### config.mk
export PLATFORM = sky130hd
export DESIGN_NAME = term_writer_flat
export DESIGN_NICKNAME = d
export VERILOG_FILES = /design/src/rtl/term_writer_pkg.sv /design/src/rtl/term_writer_if.sv /design/src/rtl/term_writer_clear_sequencer.sv /design/src/rtl/term_writer.sv /design/src/flat_wrapper.sv
export SDC_FILE = /design/constraint.sdc
export NUM_CORES = 1
export LEC_CHECK = 0
export CORE_ASPECT_RATIO = 1.1
export CORE_MARGIN = 4
export CORE_UTILIZATION = 59
export DETAILED_ROUTE_END_ITERATION = 8
export GPL_TIMING_DRIVEN = 0
export PLACE_DENSITY = 0.82
export REMOVE_ABC_BUFFERS = 1
export SLEW_MARGIN = 10
export SYNTH_ARGS = -nofsm -noshare
export SYNTH_HDL_FRONTEND = slang
export SYNTH_HIERARCHICAL = 1
export SYNTH_SLANG_ARGS = --single-unit
### constraint.sdc
create_clock -name clk -period 7.7 [get_ports clk]
set_input_delay 1.155 -clock clk [delete_from_list [all_inputs] [get_ports clk]]
set_output_delay 1.155 -clock clk [all_outputs]
set_load 0.005 [all_outputs]
### src/rtl/term_writer_pkg.sv
// Shared definitions for the character-terminal writer: geometry, FSM states
// and the control / escape byte codes it recognises.
package term_writer_pkg;

    localparam int ROWS   = 16;
    localparam int COLS   = 64;
    localparam int ROW_W  = 4;
    localparam int COL_W  = 6;
    localparam int ADDR_W = 10;

    localparam logic [7:0] CH_BS  = 8'h08;
    localparam logic [7:0] CH_LF  = 8'h0A;
    localparam logic [7:0] CH_CR  = 8'h0D;
    localparam logic [7:0] CH_ESC = 8'h1B;

    localparam logic [7:0] ESC_UP        = 8'h41;  // 'A'
    localparam logic [7:0] ESC_DOWN      = 8'h42;  // 'B'
    localparam logic [7:0] ESC_RIGHT     = 8'h43;  // 'C'
    localparam logic [7:0] ESC_LEFT      = 8'h44;  // 'D'
    localparam logic [7:0] ESC_HOME      = 8'h48;  // 'H'
    localparam logic [7:0] ESC_CLR_SCR   = 8'h4A;  // 'J'
    localparam logic [7:0] ESC_CLR_LINE  = 8'h4B;  // 'K'

    typedef enum logic [1:0] {
        ST_IDLE  = 2'd0,
        ST_ESC   = 2'd1,
        ST_CLEAR = 2'd2
    } state_e;

    function automatic logic is_printable(input logic [7:0] b);
        return (b >= 8'h20) && (b <= 8'h7E);
    endfunction

endpackage

### src/rtl/term_writer_if.sv
// Host byte stream plus character-buffer write port of the terminal writer.
interface term_writer_if;

    logic [7:0]                        data_in;
    logic                              data_valid;
    logic                              data_ready;
    logic [term_writer_pkg::ADDR_W-1:0] buffer_waddr;
    logic [7:0]                        buffer_din;
    logic                              buffer_wen;

    modport master (
        output data_in, data_valid,
        input  data_ready, buffer_waddr, buffer_din, buffer_wen
    );

    modport slave (
        input  data_in, data_valid,
        output data_ready, buffer_waddr, buffer_din, buffer_wen
    );

endinterface

### src/rtl/term_writer_clear_sequencer.sv
// Walks an inclusive address range one cell per cycle. addr_o/wen_o are valid
// in the start cycle itself so the owner can register them with no bubble.
module clear_sequencer
    import term_writer_pkg::*;
(
    input  logic              clk,
    input  logic              clr_n,
    input  logic              start_i,
    input  logic [ADDR_W-1:0] start_addr_i,
    input  logic [ADDR_W-1:0] end_addr_i,
    output logic [ADDR_W-1:0] addr_o,
    output logic              wen_o,
    output logic              done_o
);

    logic [ADDR_W-1:0] addr_q;
    logic [ADDR_W-1:0] end_q;
    logic              active_q;
    logic              done_q;
    logic              last;

    // NOTE: every always_comb output gets a value on every path, so no latches.
    always_comb begin
        wen_o  = start_i | active_q;
        addr_o = start_i ? start_addr_i : addr_q;
        last   = wen_o && (addr_o == (start_i ? end_addr_i : end_q));
    end

    // NOTE: synchronous active-low reset; state updated only with <=.
    always_ff @(posedge clk) begin
        if (!clr_n) begin
            addr_q   <= '0;
            end_q    <= '0;
            active_q <= 1'b0;
            done_q   <= 1'b0;
        end else begin
            done_q <= last;
            if (start_i) begin
                end_q <= end_addr_i;
            end
            if (wen_o) begin
                active_q <= !last;
                addr_q   <= addr_o + ADDR_W'(1);
            end
        end
    end

    // High in the cycle the owner presents the final registered write.
    assign done_o = done_q;

endmodule

### src/rtl/term_writer.sv
// Byte-stream terminal writer: prints characters into a 16x64 cell buffer,
// tracks the cursor, and handles CR/LF/BS plus a one-byte ESC command set.
module term_writer
    import term_writer_pkg::*;
#(
    parameter logic [7:0] BLANK_CHAR     = 8'h20,
    parameter bit         CLEAR_ON_RESET = 1'b1
) (
    input  logic             clk,
    input  logic             clr_n,
    term_writer_if.slave     bus,
    output logic [ROW_W-1:0] cursor_row,
    output logic [COL_W-1:0] cursor_col,
    output logic             busy
);

    state_e            state_q, state_d;
    logic [ROW_W-1:0]  row_q, row_d;
    logic [COL_W-1:0]  col_q, col_d;
    logic              pend_q;
    logic              wen_q, wen_d;
    logic [ADDR_W-1:0] waddr_q, waddr_d;
    logic [7:0]        din_q, din_d;
    logic              busy_q, busy_d;
    logic              ready_q, ready_d;

    logic              accept;
    logic              clr_start;
    logic [ADDR_W-1:0] clr_first, clr_last;
    logic [ADDR_W-1:0] seq_addr;
    logic              seq_wen, seq_done;

    assign accept = bus.data_valid && ready_q;

    clear_sequencer u_clear_sequencer (
        .clk          (clk),
        .clr_n        (clr_n),
        .start_i      (clr_start),
        .start_addr_i (clr_first),
        .end_addr_i   (clr_last),
        .addr_o       (seq_addr),
        .wen_o        (seq_wen),
        .done_o       (seq_done)
    );

    always_ff @(posedge clk) begin
        if (!clr_n) begin
            state_q <= ST_IDLE;
            row_q   <= '0;
            col_q   <= '0;
            pend_q  <= 1'b1;
            wen_q   <= 1'b0;
            waddr_q <= '0;
            din_q   <= '0;
            busy_q  <= 1'b0;
            ready_q <= 1'b0;
        end else begin
            state_q <= state_d;
            row_q   <= row_d;
            col_q   <= col_d;
            pend_q  <= 1'b0;
            wen_q   <= wen_d;
            waddr_q <= waddr_d;
            din_q   <= din_d;
            busy_q  <= busy_d;
            ready_q <= ready_d;
        end
    end

    always_comb begin
        state_d = state_q;
        row_d   = row_q;
        col_d   = col_q;
        if (pend_q) begin
            state_d = CLEAR_ON_RESET ? ST_CLEAR : ST_IDLE;
        end else begin
            unique case (state_q)
                ST_IDLE: if (accept) begin
                    if (is_printable(bus.data_in)) begin
                        col_d = col_q + COL_W'(1);
                        if (col_q == {COL_W{1'b1}}) row_d = row_q + ROW_W'(1);
                    end else begin
                        case (bus.data_in)
                            CH_CR:   col_d = '0;
                            CH_LF:   row_d = row_q + ROW_W'(1);
                            CH_BS:   if (col_q != '0) col_d = col_q - COL_W'(1);
                            CH_ESC:  state_d = ST_ESC;
                            default: ;
                        endcase
                    end
                end
                ST_ESC: if (accept) begin
                    state_d = ST_IDLE;
                    case (bus.data_in)
                        ESC_HOME:     begin row_d = '0; col_d = '0; end
                        ESC_UP:       if (row_q != '0) row_d = row_q - ROW_W'(1);
                        ESC_DOWN:     if (row_q != {ROW_W{1'b1}}) row_d = row_q + ROW_W'(1);
                        ESC_RIGHT:    if (col_q != {COL_W{1'b1}}) col_d = col_q + COL_W'(1);
                        ESC_LEFT:     if (col_q != '0) col_d = col_q - COL_W'(1);
                        ESC_CLR_SCR,
                        ESC_CLR_LINE: state_d = ST_CLEAR;
                        default:      ;
                    endcase
                end
                ST_CLEAR: if (seq_done) state_d = ST_IDLE;
                default:  state_d = ST_IDLE;
            endcase
        end
    end

    always_comb begin
        clr_start = 1'b0;
        clr_first = {row_q, col_q};
        clr_last  = '1;
        if (pend_q) begin
            clr_start = CLEAR_ON_RESET;
            clr_first = '0;
        end else if (state_q == ST_ESC && accept) begin
            if (bus.data_in == ESC_CLR_SCR) begin
                clr_start = 1'b1;
            end else if (bus.data_in == ESC_CLR_LINE) begin
                clr_start = 1'b1;
                clr_last  = {row_q, {COL_W{1'b1}}};
            end
        end

        // Address and data hold their last value whenever no write is issued.
        wen_d   = 1'b0;
        waddr_d = waddr_q;
        din_d   = din_q;
        if (seq_wen) begin
            wen_d   = 1'b1;
            waddr_d = seq_addr;
            din_d   = BLANK_CHAR;
        end else if (state_q == ST_IDLE && accept && is_printable(bus.data_in)) begin
            wen_d   = 1'b1;
            waddr_d = {row_q, col_q};
            din_d   = bus.data_in;
        end

        busy_d  = (state_d == ST_CLEAR);
        ready_d = (state_d != ST_CLEAR);
    end

    assign bus.data_ready   = ready_q;
    assign bus.buffer_wen   = wen_q;
    assign bus.buffer_waddr = waddr_q;
    assign bus.buffer_din   = din_q;
    assign cursor_row       = row_q;
    assign cursor_col       = col_q;
    assign busy             = busy_q;

endmodule

### src/flat_wrapper.sv
// flat-port wrapper written by rule: the top's interface ports become plain ports
module term_writer_flat import term_writer_pkg::*;
#(
    parameter logic [7:0] BLANK_CHAR     = 8'h20,
    parameter bit         CLEAR_ON_RESET = 1'b1
)
  (clk, clr_n, cursor_row, cursor_col, busy, bus_data_in, bus_data_valid, bus_data_ready, bus_buffer_waddr, bus_buffer_din, bus_buffer_wen);
  term_writer_if bus_i ();
  input  logic clk;
  input  logic clr_n;
  output logic [ROW_W-1:0] cursor_row;
  output logic [COL_W-1:0] cursor_col;
  output logic busy;
  input wire logic [$bits(bus_i.data_in)-1:0] bus_data_in;
  input wire logic [$bits(bus_i.data_valid)-1:0] bus_data_valid;
  output wire logic [$bits(bus_i.data_ready)-1:0] bus_data_ready;
  output wire logic [$bits(bus_i.buffer_waddr)-1:0] bus_buffer_waddr;
  output wire logic [$bits(bus_i.buffer_din)-1:0] bus_buffer_din;
  output wire logic [$bits(bus_i.buffer_wen)-1:0] bus_buffer_wen;
  assign bus_i.data_in = bus_data_in;
  assign bus_i.data_valid = bus_data_valid;
  assign bus_data_ready = bus_i.data_ready;
  assign bus_buffer_waddr = bus_i.buffer_waddr;
  assign bus_buffer_din = bus_i.buffer_din;
  assign bus_buffer_wen = bus_i.buffer_wen;
  term_writer #(.BLANK_CHAR(BLANK_CHAR), .CLEAR_ON_RESET(CLEAR_ON_RESET)) u_core (.clk(clk), .clr_n(clr_n), .bus(bus_i), .cursor_row(cursor_row), .cursor_col(cursor_col), .busy(busy));
endmodule
Yosys cells after proc, flatten, opt, wreduce, memory -nomap -nowiden
Index checks and enable logic that the tools add are counted.
{"block": "word_totals", "inputBits": 11, "regBits": 56}
{"block": "classes", "n_addsub": 5, "bitwise": 3, "order_cmp": 2, "n_reduce_logical": 16, "eq_ne": 29, "mux": 43}
{"operator": "$mux W10", "n": 9}
{"operator": "$eq A8 B7 Y1 const B", "n": 7}
{"operator": "$mux W6", "n": 7}
{"operator": "$mux W4", "n": 7}
{"operator": "$eq A8 B4 Y1 const B", "n": 3}
{"operator": "$pmux W6 S2", "n": 2}
{"operator": "$pmux W6 S3", "n": 1}
{"operator": "$mux W2", "n": 7}
{"operator": "$ne A3 B2 Y1 const B", "n": 4}
{"operator": "$ne A4 B4 Y1 const B", "n": 3}
{"operator": "$pmux W4 S3", "n": 1}
{"operator": "$add A10 B1 Y10 const B", "n": 1}
{"operator": "$eq A10 B10 Y1", "n": 1}
{"operator": "$reduce_and A9 Y1", "n": 1}
{"operator": "$eq A8 B5 Y1 const B", "n": 1}
{"operator": "$ge A8 B6 Y1 const B", "n": 1}
{"operator": "$le A8 B7 Y1 const B", "n": 1}
{"operator": "$pmux W4 S2", "n": 1}
{"operator": "$mux W1", "n": 7}
{"operator": "$reduce_and A7 Y1", "n": 1}
{"operator": "$add A6 B1 Y6 const B", "n": 1}
{"operator": "$eq A6 B6 Y1 const B", "n": 1}
{"operator": "$logic_and A1 B1 Y1", "n": 6}
{"operator": "$ne A6 B6 Y1 const B", "n": 1}
{"operator": "other kinds (18)", "n": 23}

Depth between registers and ports, before layout
{"block": "depth", "word_depth": 9, "depth_mapped": 15}

Cells and area by module
The synthesis kept the hierarchy.
{"module": "term_writer", "seq_area_each_um2": 680.7, "n_inst": 1, "area_per_inst_um2": 2373.5, "cells_each": 310}
{"module": "clear_sequencer", "seq_area_each_um2": 440.4, "n_inst": 1, "area_per_inst_um2": 1377.6, "cells_each": 152}

Worst setup path after synthesis
OpenSTA, ideal clock, no wires.
{"block": "synth_path", "path_kind": "input to register", "start": "input bus_data_in[4]", "end": "register u_core.u_clear_sequencer.addr_q[8]", "path_buffers": 5, "arrival_time_ns": 3.922, "path_stages": 14, "path_slack_ns": 3.716, "cell_sequence": "or4b_1 buf_2 nor2_1 nand3_1 nand2b_1 buf_6 buf_8 buf_2 buf_2 mux2_2 ha_1 nand4_1 or4_1 nand3_1"}
{"block": "synth_via", "elab_chain_len": 7, "elab_cells_between_ends": 9, "classes_between": "add/sub: 1; eq/ne: 2; mux: 5; bitwise: 1"}
{"item": "from (decl)", "line": "flat_wrapper.sv:14", "rtl": "input wire logic [$bits(bus_i.data_in)-1:0] bus_data_in;"}
{"item": "$eq A8 B7 Y1", "line": "term_writer.sv:121", "rtl": "end else if (bus.data_in == ESC_CLR_LINE) begin"}
{"item": "$mux W1", "line": "term_writer.sv:121"}
{"item": "$mux W1 *", "line": "term_writer.sv:119", "rtl": "if (bus.data_in == ESC_CLR_SCR) begin"}
{"item": "$mux W1 *", "line": "term_writer.sv:118", "rtl": "end else if (state_q == ST_ESC && accept) begin"}
{"item": "$mux W1 *", "line": "term_writer.sv:115", "rtl": "if (pend_q) begin"}
{"item": "named net u_core.clr_start", "line": "term_writer.sv:28", "rtl": "logic clr_start;"}
{"item": "$mux W10 *", "line": "term_writer_clear_sequencer.sv:25", "rtl": "addr_o = start_i ? start_addr_i : addr_q;"}
{"item": "named net u_core.seq_addr[1]", "line": "term_writer.sv:30", "rtl": "logic [ADDR_W-1:0] seq_addr;"}
{"item": "$add A10 B1 Y10 *", "line": "term_writer_clear_sequencer.sv:43", "rtl": "addr_q <= addr_o + ADDR_W'(1);"}
{"item": "to (signal assigned)", "line": "term_writer_clear_sequencer.sv:43"}
{"item": "to (decl)", "line": "term_writer_clear_sequencer.sv:16", "rtl": "logic [ADDR_W-1:0] addr_q;"}
The timed path passes the listed nets; every way through them passes the cells marked *.
A chain may end at the register's enable or synchronous reset.

Final worst setup path
{"block": "layout_path", "start": "input bus_data_in[2]", "end": "register u_core.din_q[7], in the netlist u_core/bus.buffer_din[7]"}
{"block": "layout_via", "elab_chain_len": 7, "elab_cells_between_ends": 12, "classes_between": "order compare: 2; eq/ne: 2; mux: 4; bitwise: 1; reduce/logical: 3"}
{"item": "$eq A8 B7 Y1", "line": "term_writer.sv:121"}
{"item": "$mux W1", "line": "term_writer.sv:121"}
{"item": "$mux W1 *", "line": "term_writer.sv:119"}
{"item": "$mux W1 *", "line": "term_writer.sv:118"}
{"item": "$mux W1 *", "line": "term_writer.sv:115"}
{"item": "named net u_core.clr_start", "line": "term_writer.sv:28"}
{"item": "$or A1 B1 Y1 *", "line": "term_writer_clear_sequencer.sv:24", "rtl": "wen_o = start_i | active_q;"}
{"item": "named net u_core.seq_wen", "line": "term_writer.sv:31", "rtl": "logic seq_wen, seq_done;"}
{"item": "$reduce_or A2 Y1 (no source line) *"}
{"item": "to (signal assigned)", "line": "term_writer.sv:64", "rtl": "din_q <= din_d;"}
{"item": "to (decl)", "line": "term_writer.sv:23", "rtl": "logic [7:0] din_q, din_d;"}
Marked as above.

==> flow_metrics.tcl <==
set metrics [dict create \
    setup_ws_ns 2.660 \
    path_delay_family "simple AND/OR/NAND/NOR gates" \
    clkSinkCount 56 \
    yosysTopAreaCellShare_pct 29.89 \
    place_hpwl_um 7051 \
    reg2reg_to "u_core/bus.buffer_din[7]" \
    cts_root_buffer "clkbuf_8" \
    setup_viol_count_final 0 \
    routed_wl_um 9971 \
    critPathMaxFanout 34 \
    via_per_inst 6.426 \
    rsz0062_at_grt "no" \
    fp-row-count 30 \
    grt_pass1_vias 3546 \
    holdCritPathClass "reg -> reg" \
    grt_usage_pct 25.59 \
    hold_path_depth 2 \
    hold_viol 0 \
    hold_path_end "u_core/bus.buffer_din[6]" \
    worstRegToRegCells 9 \
    place.gp.congestion 0.9448 \
    hold_ws_ns 0.4650 \
    synth-main-ff-cell "dfxtp_1" \
    grt_pass1_wl_um 16440 \
    period_share_pct 65.45 \
    worstHoldStart "u_core/bus.buffer_din[6]" \
    worstReg2RegStart "u_core/state_q[1]" \
    path_clk_slew_ns 0.10 \
    numCtsBuffers 5 \
    synth_area_per_cell_um2 8.119 \
    die_w_um 84.03 \
    switching_share_pct 26.61 \
    maxSlewViolCount 0 \
    max_freq_mhz 198.4 \
    clkLatencyLatePin_ns 0.32 \
    comb_power_share_pct 13.2 \
    drtAntennaViolNets 0 \
    cts-htree-levels 2 \
    nNetsFinal 510 \
    setup.worst_path.start_class "primary input" \
    worstPathCellList "clkdlybuf4s50_1, nand2b_1, nor2_1, nand3_1, nand2b_2, nor2_1, inv_1, inv_1, nand2_1, nor3b_1" \
    cts_tree "built" \
    ys_top_cells_by_area "dfxtp_1, nand2_1, mux2i_1" \
    slowest_delay_ns 0.82 \
    ir_drop_mv 0.08022 \
    post-place-ws_ns 2.400 \
    grt_max_degree 41 \
    yosysSeqAreaShare_pct 29.89 \
    drv_cap 0 \
    ys.warnings.count 6 \
    switching_power_mw 0.1570 \
    synth_edf_count 0 \
    maxSlewHeadroom_pct 45.17 \
    p_int_mw 0.4332 \
    syn_to_final_growth_pct 14.28 \
    diodes 0 \
    status "finished, final reports clean" \
    firstDrtPassIters 5 \
    power_frac_seq_pct 52.5 \
    start_util_pct 60.93 \
    vias 3682 \
    grt_overflow 0 \
    ys_ff_latch 56 \
    drt_iter0_drc 297 \
    die-area_um2 7699 \
    critPathKind "in -> reg" \
    fp.coreArea_um2 6156 \
    syn_area_um2 3751 \
    drc_errors 0 \
    cp-end-kind "flop" \
    synth_top_area_cell "dfxtp_1" \
    antenna_found_initial 0 \
    cp_slowest_cell "nor2_1" \
    die_h_um 91.63 \
    tns_ns 0 \
    period_needed_ns 5.040 \
    cts_setup_buffers 0 \
    regToRegSetupSlack_ns 3.61 \
    cts.repair.resized 0 \
    arrival_ns 5.27 \
    layout-drive-gt1-share_pct 6.694 \
    pin_count 42 \
    portBuffers 41 \
    p_clk_share_pct 34.3 \
    p_leak_nw 1.549 \
    skew_ns 0.01500 \
    worst_pin_slew_ns 0.8195 \
    critPathRequiredTime_ns 7.93 \
    power_per_cell_area_nw_per_um2 137.7 \
    syn_inst 462 \
    postCtsHoldBufs 0 \
    ys_types 67 \
    async_reset_ff_share_pct 0 \
    cts_buffer_depth 2 \
    crit_buf_inv 3 \
    wire_per_inst_um 17.40 \
]
-- tightest hold or removal path, stage by stage (launching register included) --
cell	delay [ns]
dfxtp_1	0.33
nand2_1	0.05
a21oi_1	0.05
-- logic make-up (layout without fill, tap and decap cells) --
kind of cell / count (synthesis) / in the layout / synth area share [%]
compound gates: 109 / 109 / 21.88
other cells: 1 / 14 / 0.09997
mux: 22 / 22 / 6.271
simple gates: 189 / 189 / 27.25
xor+xnor: 28 / 28 / 6.538
fa+ha+maj: 7 / 7 / 2.335
flops: 56 / 56 / 29.89
buf+inv: 50 / 68 / 5.737
-- synth_stat cells (all sizes together) (3+ instances only) --
library cell,number
nor2,29
a21oi,20
o211a,6
o211ai,7
o221a,3
mux2i,13
nand2,48
o31ai,5
or4,5
nor4b,3
nor4bb,3
nor4,7
clkbuf,24
o2111ai,3
o22ai,4
nor2b,19
a221oi,5
o21ai,14
mux2,9
a31oi,4
buf,9
inv,17
nor3,9
nand3,24
dfxtp,56
a311oi,9
or3,4
o32ai,3
xnor2,14
ha,7
nand4,7
o21a,5
and2,4
nand2b,11
a211oi,3
or2,3
xor2,14
-- power by group through the flow --
stage | logic, mW | registers (mW) | clock network, mW
5_1_grt | 0.0856 | 0.311 | 0.216
2_1_floorplan | 0.0444 | 0.314 | 0
6_report | 0.0782 | 0.310 | 0.202
4_1_cts | 0.0778 | 0.310 | 0.207
3_5_place_dp | 0.0775 | 0.316 | 0
3_3_place_gp | 0.0764 | 0.316 | 0
-- worst max path at each step --
| stage | cells past startpoint | slack (ns) | endpoint | startpoint |
|---|---|---|---|---|
| 4_1_cts | 10 | 2.73 | u_core/bus.buffer_din[7] | bus_data_in[2] |
| 6_report | 10 | 2.66 | u_core/bus.buffer_din[7] | bus_data_in[2] |
| 3_3_place_gp | 10 | 1.87 | u_core/bus.buffer_din[7] | bus_data_in[2] |
| 2_1_floorplan | 10 | 3.43 | u_core/u_clear_sequencer/addr_q[8] | bus_data_in[4] |
| 5_1_grt | 10 | 2.31 | u_core/bus.buffer_din[7] | bus_data_in[2] |
| 3_5_place_dp | 10 | 2.40 | u_core/bus.buffer_din[7] | bus_data_in[2] |
-- stage by stage --
stage          instances  utilization, %  cell area (µm²)  total power [mW]
3_3_place_gp         563           67.56             4159            0.3923
4_1_cts              573           69.63             4287            0.5941
2_1_floorplan        442               -             3649            0.3588
5_1_grt              573           69.63             4287            0.6128
6_report             573           69.63             4287            0.5902
3_5_place_dp         565           67.76             4172            0.3939
-- flip-flops by register name, indices dropped and copies added (netlist names), 2 cells and up --
signal,cells
u_core/u_clear_sequencer/addr_q,10
u_core/bus.buffer_waddr,10
u_core/bus.buffer_din,8
u_core/cursor_col,6
u_core/cursor_row,4
u_core/u_clear_sequencer/end_q,10
u_core/state_q,2
-- per-layer routing --
| layer | track usage (%) | wire length, µm |
|---|---|---|
| met2 | 44.21 | 4818 |
| met3 | 3.684 | 659 |
| met5 | 0 | 0 |
| met1 | 31.22 | 4170 |
| met4 | 11.66 | 323 |
-- placed cells by master, fill, tap and decap left out, types with 5 or more instances in the layout --
cell type / n
dfxtp_1: 56
nand2_1: 48
clkdlybuf4s50_1: 40
nor2_1: 29
nand3_1: 24
a21oi_1: 20
nor2b_1: 19
inv_1: 17
xor2_1: 14
xnor2_1: 14
conb_1: 14
mux2i_1: 13
o21ai_0: 12
nand2b_1: 10
nor3_1: 9
a311oi_1: 9
mux2_2: 8
nand4_1: 7
o211ai_1: 7
ha_1: 7
nor4_1: 6
o211a_1: 6
clkbuf_8: 5
o21a_1: 5
or4_1: 5
o31ai_1: 5
-- layout make-up --
| type | instances | area, µm² |
|---|---|---|
| fill | 532 | 1869 |
| clock inverter | 3 | 46.29 |
| multi-input combinational | 369 | 2466 |
| tap | 80 | 100.1 |
| inverter | 17 | 63.81 |
| timing repair buffer | 43 | 420.4 |
| sequential | 56 | 1121 |
| clock buffer | 5 | 68.82 |
Note: power is estimated with default switching activity, not from simulation.
